`src/rtl/game_pkg.sv`:
```
// Shared constants for the game front end: channel map, idle levels and the
// edge-classification helper used by the debounce channels.
package game_pkg;

  localparam int CH_COUNT = 4;

  localparam int CH_LEFT  = 0;
  localparam int CH_RIGHT = 1;
  localparam int CH_JUMP  = 2;
  localparam int CH_START = 3;

  localparam logic [3:0] IDLE_MASK_DEFAULT = 4'b1100;

  // True when a level moves off the reference value (press if ref is idle).
  function automatic logic leaves_level(input logic ref_level, input logic cur_level,
                                        input logic nxt_level);
    return (cur_level == ref_level) && (nxt_level != ref_level);
  endfunction

endpackage

```
`src/rtl/input_conditioner_if.sv`:
```
// Board-input / conditioned-output bundle between the input conditioner and
// the game logic that consumes it.
interface input_conditioner_if;
  import game_pkg::*;

  logic [CH_COUNT-1:0] raw_in;
  logic [CH_COUNT-1:0] level_out;
  logic [CH_COUNT-1:0] press_pulse;
  logic [CH_COUNT-1:0] release_pulse;
  logic                dir_conflict;

  modport master (
    output raw_in,
    input  level_out, press_pulse, release_pulse, dir_conflict
  );

  modport slave (
    input  raw_in,
    output level_out, press_pulse, release_pulse, dir_conflict
  );

endinterface

```
`src/rtl/debounce_channel.sv`:
```
// One input channel: two-flop synchronizer, run-length debounce counter and a
// registered press/release pulse pair.
module debounce_channel
  import game_pkg::*;
#(
  parameter int   DEBOUNCE_CYCLES = 250000,
  parameter logic IDLE_LEVEL      = 1'b0
) (
  input  logic clk,
  input  logic rst,
  input  logic i_raw,
  output logic o_level,
  output logic o_next_level,
  output logic o_press,
  output logic o_release
);

  localparam int                CNT_W    = $clog2(DEBOUNCE_CYCLES);
  localparam logic [CNT_W-1:0]  CNT_LAST = CNT_W'(DEBOUNCE_CYCLES - 1);

  logic             r_sync1;
  logic             r_sync2;
  logic             r_stable;
  logic             r_press;
  logic             r_release;
  logic [CNT_W-1:0] r_cnt;
  logic [CNT_W-1:0] w_cnt_next;
  logic             w_stable_next;

  // Count consecutive samples that disagree with the accepted level; accept at terminal count.
  always_comb begin
    w_cnt_next    = '0;
    w_stable_next = r_stable;
    if (r_sync2 == r_stable) begin
      w_cnt_next = '0;
    end else if (r_cnt == CNT_LAST) begin
      w_stable_next = r_sync2;
      w_cnt_next    = '0;
    end else begin
      w_cnt_next = r_cnt + CNT_W'(1);
    end
  end

  // Synchronizer, debounce state and edge pulses.
  always_ff @(posedge clk or posedge rst) begin
    if (rst) begin
      r_sync1   <= IDLE_LEVEL;
      r_sync2   <= IDLE_LEVEL;
      r_stable  <= IDLE_LEVEL;
      r_cnt     <= '0;
      r_press   <= 1'b0;
      r_release <= 1'b0;
    end else begin
      r_sync1   <= i_raw;
      r_sync2   <= r_sync1;
      r_stable  <= w_stable_next;
      r_cnt     <= w_cnt_next;
      r_press   <= leaves_level(IDLE_LEVEL, r_stable, w_stable_next);
      r_release <= leaves_level(~IDLE_LEVEL, r_stable, w_stable_next);
    end
  end

  assign o_level      = r_stable;
  assign o_next_level = w_stable_next;
  assign o_press      = r_press;
  assign o_release    = r_release;

endmodule

```
`src/rtl/input_conditioner.sv`:
```
// Board input front end: one debounce channel per key/switch plus the
// left/right conflict flag, all in the vga_clock domain.
module input_conditioner
  import game_pkg::*;
#(
  parameter int                DEBOUNCE_CYCLES = 250000,
  parameter int                NUM_CH          = 4,
  parameter logic [NUM_CH-1:0] IDLE_MASK       = IDLE_MASK_DEFAULT
) (
  input  logic                vga_clock,
  input  logic                reset,
  input_conditioner_if.slave  bus
);

  logic [NUM_CH-1:0] w_level;
  logic [NUM_CH-1:0] w_next_level;
  logic [NUM_CH-1:0] w_press;
  logic [NUM_CH-1:0] w_release;
  logic              r_dir_conflict;

  for (genvar g = 0; g < NUM_CH; g++) begin : g_ch
    debounce_channel #(
      .DEBOUNCE_CYCLES (DEBOUNCE_CYCLES),
      .IDLE_LEVEL      (IDLE_MASK[g])
    ) u_ch (
      .clk          (vga_clock),
      .rst          (reset),
      .i_raw        (bus.raw_in[g]),
      .o_level      (w_level[g]),
      .o_next_level (w_next_level[g]),
      .o_press      (w_press[g]),
      .o_release    (w_release[g])
    );
  end

  // Conflict tracks the accepted levels so it moves on the same edge as level_out.
  always_ff @(posedge vga_clock or posedge reset) begin
    if (reset) begin
      r_dir_conflict <= 1'b0;
    end else begin
      r_dir_conflict <= w_next_level[CH_LEFT] & w_next_level[CH_RIGHT];
    end
  end

  assign bus.level_out     = w_level;
  assign bus.press_pulse   = w_press;
  assign bus.release_pulse = w_release;
  assign bus.dir_conflict  = r_dir_conflict;

endmodule

```
`src/flat_wrapper.sv`:
```
// flat-port wrapper written by rule: the top's interface ports become plain ports
module input_conditioner_flat import game_pkg::*;
#(
  parameter int                DEBOUNCE_CYCLES = 250000,
  parameter int                NUM_CH          = 4,
  parameter logic [NUM_CH-1:0] IDLE_MASK       = IDLE_MASK_DEFAULT
)
  (vga_clock, reset, bus_raw_in, bus_level_out, bus_press_pulse, bus_release_pulse, bus_dir_conflict);
  input_conditioner_if bus_i ();
  input  logic vga_clock;
  input  logic reset;
  input wire logic [$bits(bus_i.raw_in)-1:0] bus_raw_in;
  output wire logic [$bits(bus_i.level_out)-1:0] bus_level_out;
  output wire logic [$bits(bus_i.press_pulse)-1:0] bus_press_pulse;
  output wire logic [$bits(bus_i.release_pulse)-1:0] bus_release_pulse;
  output wire logic [$bits(bus_i.dir_conflict)-1:0] bus_dir_conflict;
  assign bus_i.raw_in = bus_raw_in;
  assign bus_level_out = bus_i.level_out;
  assign bus_press_pulse = bus_i.press_pulse;
  assign bus_release_pulse = bus_i.release_pulse;
  assign bus_dir_conflict = bus_i.dir_conflict;
  input_conditioner #(.DEBOUNCE_CYCLES(DEBOUNCE_CYCLES), .NUM_CH(NUM_CH), .IDLE_MASK(IDLE_MASK)) u_core (.vga_clock(vga_clock), .reset(reset), .bus(bus_i));
endmodule
```
`config.mk`:
```
export PLATFORM = sky130hd
export DESIGN_NAME = input_conditioner_flat
export DESIGN_NICKNAME = d
export VERILOG_FILES = /design/src/rtl/game_pkg.sv /design/src/rtl/input_conditioner_if.sv /design/src/rtl/debounce_channel.sv /design/src/rtl/input_conditioner.sv /design/src/flat_wrapper.sv
export SDC_FILE = /design/constraint.sdc
export NUM_CORES = 1
export LEC_CHECK = 0
export ABC_AREA = 1
export CAP_MARGIN = 20
export CORE_AREA = 2 2 173 107
export DETAILED_ROUTE_END_ITERATION = 8
export DIE_AREA = 0 0 175 109
export DONT_BUFFER_PORTS = 1
export PLACE_DENSITY_LB_ADDON = 0.25
export REMOVE_ABC_BUFFERS = 1
export SYNTH_ARGS = -nofsm -noshare
export SYNTH_HDL_FRONTEND = slang
export SYNTH_HIERARCHICAL = 1
export SYNTH_SLANG_ARGS = --single-unit
```
`constraint.sdc`:
```
create_clock -name vga_clock -period 2.5 [get_ports vga_clock]
set_input_delay 0.625 -clock vga_clock [delete_from_list [all_inputs] [get_ports vga_clock]]
set_output_delay 0.625 -clock vga_clock [all_outputs]
set_load 0.005 [all_outputs]
```
==> results of run 1 <==
-- where the power goes --
group | internal (W) | switching, W
clock network | 0.000670 | 0.000598
logic | 0.0000260 | 0.0000684
registers | 0.00153 | 0.0000172
total | 0.00223 | 0.000683
-- layout by cell type, fill, tap and decap left out --
cell	Yosys	routed
a21oi_1	16	16
buf_4	0	3
clkbuf_1	0	2
clkbuf_16	0	9
clkinv_2	0	3
clkinvlp_4	0	2
dfrtp_1	87	87
dfstp_2	6	6
dlygate4sd3_1	0	1
ha_1	4	4
inv_1	56	56
inv_2	8	8
nand2_1	85	85
nand2_2	14	14
nand2_4	8	8
nand3_1	54	54
nand3_2	2	2
nand4_1	4	4
nor2_1	144	144
nor2_2	6	6
nor2_4	20	20
nor3_1	6	6
nor3b_1	4	4
o21ai_0	4	4
o21bai_1	4	4
xnor2_1	20	20
xor2_1	24	24
-- per-layer routing --
| metal | GRT usage | vias up | part of all wire |
|---|---|---|---|
| met5 | 0 | - | 0 |
| met4 | 0.0375 | 0 | 0.011 |
| met3 | 0.0404 | 12 | 0.054 |
| met2 | 0.174 | 56 | 0.42 |
| met1 | 0.167 | 1711 | 0.51 |
| li1 | - | 1825 | - |
-- kinds of logic (layout without fill, tap and decap cells) --
group,count (synthesis),after routing
adder cells (fa/ha/maj),4,4
AND/OR/NAND/NOR,347,347
buffers and inverters,64,84
AO/OA/AOI/OAI,24,24
XOR/XNOR,44,44
flip-flops,93,93
-- registers in the layout, indices dropped and copies added, names as in the netlist --
register                    flops
u_core/g_ch.u_ch/r_cnt         72
u_core/g_ch.u_ch/r_sync2        4
u_core/bus.dir_conflict         1
u_core/g_ch.u_ch/r_sync1        4
u_core/g_ch.u_ch/o_level        4
u_core/g_ch.u_ch/o_press        4
u_core/g_ch.u_ch/o_release      4
-- final timing paths --
| check | to | slack, ps |
|---|---|---|
| max in group asynchronous | u_core/g_ch[0].u_ch/r_cnt[7]$_DFF_PP0_ | 1560 |
| worst max register to register | u_core/g_ch[1].u_ch/r_cnt[9]$_DFF_PP0_ | 950 |
| worst max-delay path | bus_level_out[2] | 940 |
| worst min-delay path | u_core/g_ch[2].u_ch/r_cnt[4]$_DFF_PP0_ | 200 |
| min in group vga_clock | u_core/g_ch[2].u_ch/r_sync1$_DFF_PP1_ | 270 |
| worst min register to register | u_core/g_ch[1].u_ch/r_sync2$_DFF_PP0_ | 350 |
-- final cells by class --
| class | count | area share |
|---|---|---|
| Sequential cell | 93 | 0.431 |
| Multi-Input combinational cell | 419 | 0.414 |
| Tap cell | 240 | 0.0555 |
| Inverter | 64 | 0.0444 |
| Clock buffer | 11 | 0.0430 |
| Timing Repair Buffer | 4 | 0.00601 |
| Clock inverter | 5 | 0.00555 |
-- stage by stage --
| step | setup WS (ps) | hold slack (ps) | utilization | power (W) |
|---|---|---|---|---|
| floorplan | 1200 | 331 | - | 0.00164 |
| global placement | 971 | 337 | 0.291 | 0.00167 |
| detailed placement | 924 | 340 | 0.291 | 0.00167 |
| CTS | 917 | 203 | 0.307 | 0.00297 |
| global route | 776 | 219 | 0.307 | 0.00305 |
| finish | 937 | 196 | 0.307 | 0.00291 |
-- what timing repair did --
action / 4_1_cts / 5_1_grt
buffers inserted: 0 / 0
hold buffers: 1 / 0
hold endpoints to repair: 1 / 0
==> metrics.md, run 1 <==
| Metric | Value |
|---|---|
| Outcome | `completed` |
| YS warnings | `6` |
| Area grow syn2layout | `12.4%` |
| Antenna viol nets, final | `0` |
| XOR/XNOR share of the synthesized area | `0.0800` |
| Nets | `around 600` |
| H-tree levels | `3` |
| Die width | `roughly 180 um` |
| Slew Limit Fails | `0` |
| Max Cap Viol | `0` |
| Compound-Gate Fraction of Synth Area | `0.0270` |
| Worst-skew pair later-pin latency | `approximately 360 ps` |
| Global-route wire length before repair | `about 18000 um` |
| Leak Pwr | `~2.3 nW` |
| IO Pins | `19` |
| RSZ-0062 raised after global routing | `no` |
| Routed vias | `roughly 3.6k` |
| Post-synth top area cell | `dfrtp_1` |
| Pin count of the biggest net entering global routing | `24` |
| FF+latch area | `around 0.0023 mm2` |
| Top cell type's share of synthesized area | `0.452` |
| Dpl cells | `between 800 and 900` |
| Crit Path Category | `reg -> out` |
| CP endpoint kind | `output pin` |
| Area of the multi-input gates | `roughly 0.0022 mm2` |
| Fmax | `around 640 MHz` |
| Commonest cells in the netlist | `nor2_1, dfrtp_1, nand2_1` |
| ANT cells | `0` |
| Cell variety after synth | `21` |
| Clk pin slew, worst setup/hold paths | `70 ps` |
| Seq cells post-synth | `slightly above 90` |
| Drt wl/cell | `12.2 um` |
| Crit Path Max Fanout | `5` |
| Clock skew | `between 10 and 15 ps` |
| Worst-case vdd ir drop | `about 0.28 mV` |
| Register area share after synthesis | `0.485` |
| Data arrival, critical path | `between 900 and 1000 ps` |
| Pwr dens | `538 mW/mm2` |
| DRC viols | `0` |
| Initial core utilization | `0.273` |
| Post-synthesis instance total | `around 580` |
| Slew HR | `0.382` |
| Vias/cell | `4.31` |
| Vias in the first global route | `between 3k and 4k` |
| Multiplexer share of the synthesized area | `0` |
| Synthesized area | `0.00482 mm2` |
| Count leader, synth | `nor2_1` |
| Hold Crit Class | `in -> async` |
| Die height | `about 110 um` |
| Crit path depth | `0` |
| Dpl cell area | `~0.005 mm2` |
| Final Hold Fails | `0` |
| Main combinational cell family by area after synthesis | `simple AND/OR/NAND/NOR gates` |
| Setup crit start kind | `flop` |
| Final min period | `between 1500 and 2000 ps` |
| Ys async rst share | `1.00` |
| Routability cong. | `~0.86` |
| WL final | `~10000 um` |
| Sink Count | `just over 90` |
| Critical R2R Launch | `u_core/g_ch[1].u_ch/o_level$_DFF_PP0_` |
| Final Cell Area | `0.00541 mm2` |
| Synth Flop Type | `dfrtp_1` |
| Worst reg2reg path depth | `4` |
| Final setup TNS | `0 ps` |
| Die Footprint | `0.0191 mm2` |
| GRT Overall Usage | `0.120` |
| Setup violators final | `0` |
| Post-cts sizing count | `0` |
| Port bufs | `0` |
| FILL cells | `around 1.8k` |
| Crit. Startpoint | `u_core/g_ch[2].u_ch/o_level$_DFF_PP1_` |
| Top cells by area, synth | `dfrtp_1, nor2_1, nand2_1, nand3_1, nor2_4` |
| CTS root buffer | `clkbuf_16` |
| Site Rows | `38` |
| Clock tree buffer depth | `2` |
| Router iterations before antenna repair | `4` |
| Tcrit/Tclk final | `0.625` |
| Layout cells sized above 1 | `0.136` |
| Req. time, crit path | `between 1500 and 2000 ps` |
| Core area | `about 0.018 mm2` |
| CTS Buf Count | `9` |
| Synthesized area per cell | `around 8.4 um2` |
| Area share of fa/ha/maj cells after synthesis | `0.0104` |
| Post-Synth Simple-Gate Area | `0.348` |
| Antenna violations before repair | `0` |
| Global route overflow | `0` |
| Finished Layout Cells | `approximately 840` |
| Worst Max-Slew Pin Slew | `around 930 ps` |
| TritonCTS clock tree | `built` |
| DP Wirelength | `about 7600 um` |
| Number of synthesized flops with an enable pin | `0` |
| DRT iter0 DRCs | `~240` |
(Power assumes the default switching activity.)
==> run 2: changes to the inputs <==
==> constraint.sdc (replaced) <==
create_clock -name vga_clock -period 1.25 [get_ports vga_clock]
set_input_delay 0.3125 -clock vga_clock [delete_from_list [all_inputs] [get_ports vga_clock]]
set_output_delay 0.3125 -clock vga_clock [all_outputs]
set_load 0.005 [all_outputs]
==> metrics.md, run 2 (synthesis results as in run 1) <==
| Metric | Value |
|---|---|
| Outcome | `finished with violations` |
| Failing checks | `setup timing` |
| Antenna viol nets, final | `0 (unchanged)` |
| Die width | `175 um (unchanged)` |
| Pin count of the biggest net entering global routing | `24 (unchanged)` |
| Clock skew | `3.31 ps (-8.08 ps)` |
| Setup crit start kind | `flop` |
| DP Wirelength | `7980 um (+5.4%)` |
| Total power | `0.00623 W (+110%)` |
| Die height | `109 um (unchanged)` |
| Final Cell Area | `0.00729 mm2 (+35%)` |
| Final Hold Fails | `0 (unchanged)` |
| Clock Power Share | `0.439 (+0.003)` |
| Crit Path Category | `reg -> reg` |
| Worst-case vdd ir drop | `0.471 mV (+67%)` |
| Commonest cells after routing, fill and taps aside | `nor2_1, buf_4, dfrtp_1` |
| Layout cells sized above 1 | `0.468 (+0.332)` |
| FF+latch area | `0.00235 mm2 (+0.48%)` |
| Routed vias | `4155 (+15%)` |
| Sink Count | `93 (unchanged)` |
| Req. time, crit path | `1500 ps (-380 ps)` |
| Clk pin slew, worst setup/hold paths | `70 ps (about the same)` |
| CTS Buf Count | `9 (unchanged)` |
| Worst Max-Slew Pin Slew | `431 ps (-496 ps)` |
| Area of the multi-input gates | `0.00307 mm2 (+37%)` |
| Nets | `721 (+20%)` |
| Slew HR | `0.711 (+0.329)` |
| Data arrival, critical path | `1640 ps (+700 ps)` |
| Setup slack after layout | `-148 ps (-1080 ps)` |
| Hold Crit Class | `in -> async` |
| DRT iter0 DRCs | `141 (-42%)` |
| Crit Path Max Fanout | `4 (-1)` |
| TritonCTS clock tree | `built` |
| Global-route wire length before repair | `19000 um (+6.9%)` |
| Pwr dens | `855 mW/mm2 (+59%)` |
| Worst-skew pair later-pin latency | `350 ps (about the same)` |
| IO Pins | `19 (unchanged)` |
| Tcrit/Tclk final | `1.12` |
| Dpl cell area | `0.00574 mm2 (+12%)` |
| Area grow syn2layout | `51.3%` |
| Setup violators final | `67 (+67)` |
| Reg-to-reg setup timing slack | `-150 ps (-1100 ps)` |
| End point of the critical path | `u_core/bus.dir_conflict$_DFF_PP0_` |
| Slew Limit Fails | `0 (unchanged)` |
| RSZ-0062 raised after global routing | `yes` |
| WL final | `12300 um (+21%)` |
| Vias in the first global route | `3976 (+12%)` |
| Antenna violations before repair | `0 (unchanged)` |
| Drt wl/cell | `12.9 um (+6.0%)` |
| Port bufs | `0 (unchanged)` |
| FILL cells | `1684 (-8.0%)` |
| Leak Pwr | `3.02 nW (+29%)` |
| DRC viols | `0 (unchanged)` |
| Final min period | `about 1400 ps` |
| Max Cap Viol | `0 (unchanged)` |
| Logic pwr share | `0.061 (+0.029)` |
| Internal | `0.00474 W (+110%)` |
| Largest register FFs | `72 (unchanged)` |
| Worst reg2reg path depth | `8 (+4)` |
| Crit. Startpoint | `u_core/g_ch[0].u_ch/r_cnt[4]$_DFF_PP0_` |
| H-tree levels | `3 (unchanged)` |
| CP endpoint kind | `flop` |
| CTS root buffer | `clkbuf_16` |
| Flop pwr share | `0.499 (-0.033)` |
| Vias/cell | `4.35 (+0.82%)` |
| Worst R2R End | `u_core/bus.dir_conflict$_DFF_PP0_` |
| ANT cells | `0 (unchanged)` |
| Die Footprint | `0.0191 mm2 (unchanged)` |
| Fmax | `~700 MHz` |
| Initial core utilization | `0.273 (unchanged)` |
| Switching part of the total | `0.239 (+0.00410)` |
| Hold_ws | `339 ps (+143 ps)` |
| Clock tree buffer depth | `2 (unchanged)` |
| Most common cell after layout, fill and taps aside | `nor2_1` |
| Router iterations before antenna repair | `4 (unchanged)` |
| Site Rows | `38 (unchanged)` |
| Critical R2R Launch | `u_core/g_ch[0].u_ch/r_cnt[4]$_DFF_PP0_` |
| Routability cong. | `0.876 (+1.5%)` |
| Largest register by flop count | `u_core/g_ch.u_ch/r_cnt` |
| GRT Overall Usage | `0.127 (+0.00677)` |
| Net Sw Power | `0.00149 W (+120%)` |
| Global route overflow | `0 (unchanged)` |
| Core area | `0.0176 mm2 (unchanged)` |
[run 2: changes by cell type in the layout (fill, tap and decap cells not counted), moves of 16 or more]
cell and change:
nand3_2 +16, buf_4 +91, buf_6 +22, nor2_1 -46
nor2_4 +25, nor2_2 +21, nand3_1 -30
[run 2: worst max-delay path: stages, from the launching register on]
cell and delay (ps):
dfrtp_2 440, nor2_2 150, nand3_2 140, nor2_4 130, nand3_4 140, nor2_4 140, nor2_2 50, nand2_1 60
inv_1 30
[run 2: worst min-delay path by stage]
| stage | from | end | slack (ps) |
|---|---|---|---|
| after floorplan | reset | u_core/bus.dir_conflict$_DFF_PP0_ | 40 |
| after global placement | reset | u_core/bus.dir_conflict$_DFF_PP0_ | 40 |
| after detailed placement | reset | u_core/bus.dir_conflict$_DFF_PP0_ | 40 |
| after CTS | reset | u_core/bus.dir_conflict$_DFF_PP0_ | 340 |
| after global routing | reset | u_core/bus.dir_conflict$_DFF_PP0_ | 350 |
| final | reset | u_core/bus.dir_conflict$_DFF_PP0_ | 340 |
[run 2: power by group through the flow]
stage	clock [W]	sequential, W	combinational [W]
3_5_place_dp	0	0.00315	0.000255
3_3_place_gp	0	0.00314	0.000249
4_1_cts	0.00286	0.00310	0.000308
6_report	0.00274	0.00311	0.000382
5_1_grt	0.00299	0.00312	0.000426
2_1_floorplan	0	0.00314	0.000138
[run 2: metrics by stage]
step / worst slack, ps / utilization / setup TNS [ps] / cells
after floorplan: -53.3 / - / -792 / 576
after global placement: -144 / 0.325 / -4290 / 899
after detailed placement: -141 / 0.325 / -6180 / 899
after CTS: -80.5 / 0.367 / -1180 / 935
after global routing: -216 / 0.413 / -8810 / 956
final: -148 / 0.413 / -3750 / 956
[run 2: repair_timing]
| item | 4_1_cts | 5_1_grt |
|---|---|---|
| setup endpoints to repair | 72 | 78 |
| cloned | 1 | 2 |
| hold buffers | 5 | 0 |
| gates resized for setup | 67 | 167 |
| buffers inserted | 14 | 20 |
| pin swaps | 29 | 60 |
| hold endpoints to repair | 91 | 0 |
[run 2: final cells by class]
class	instances	area share
multi-input cells	422	0.422
flip-flops and latches	93	0.322
well taps	240	0.0412
repair buffers	121	0.138
clock inverters	4	0.00412
inverters	64	0.0367
clock buffers	12	0.0366
[run 2: metal layers]
metal | GRT usage | up-vias | wire [um]
li1 | - | 2071 | -
met3 | 0.0345 | 19 | 458
met4 | 0.0369 | 0 | 199
met1 | 0.171 | 2013 | 6010
met2 | 0.200 | 52 | 5660
met5 | 0 | - | 0
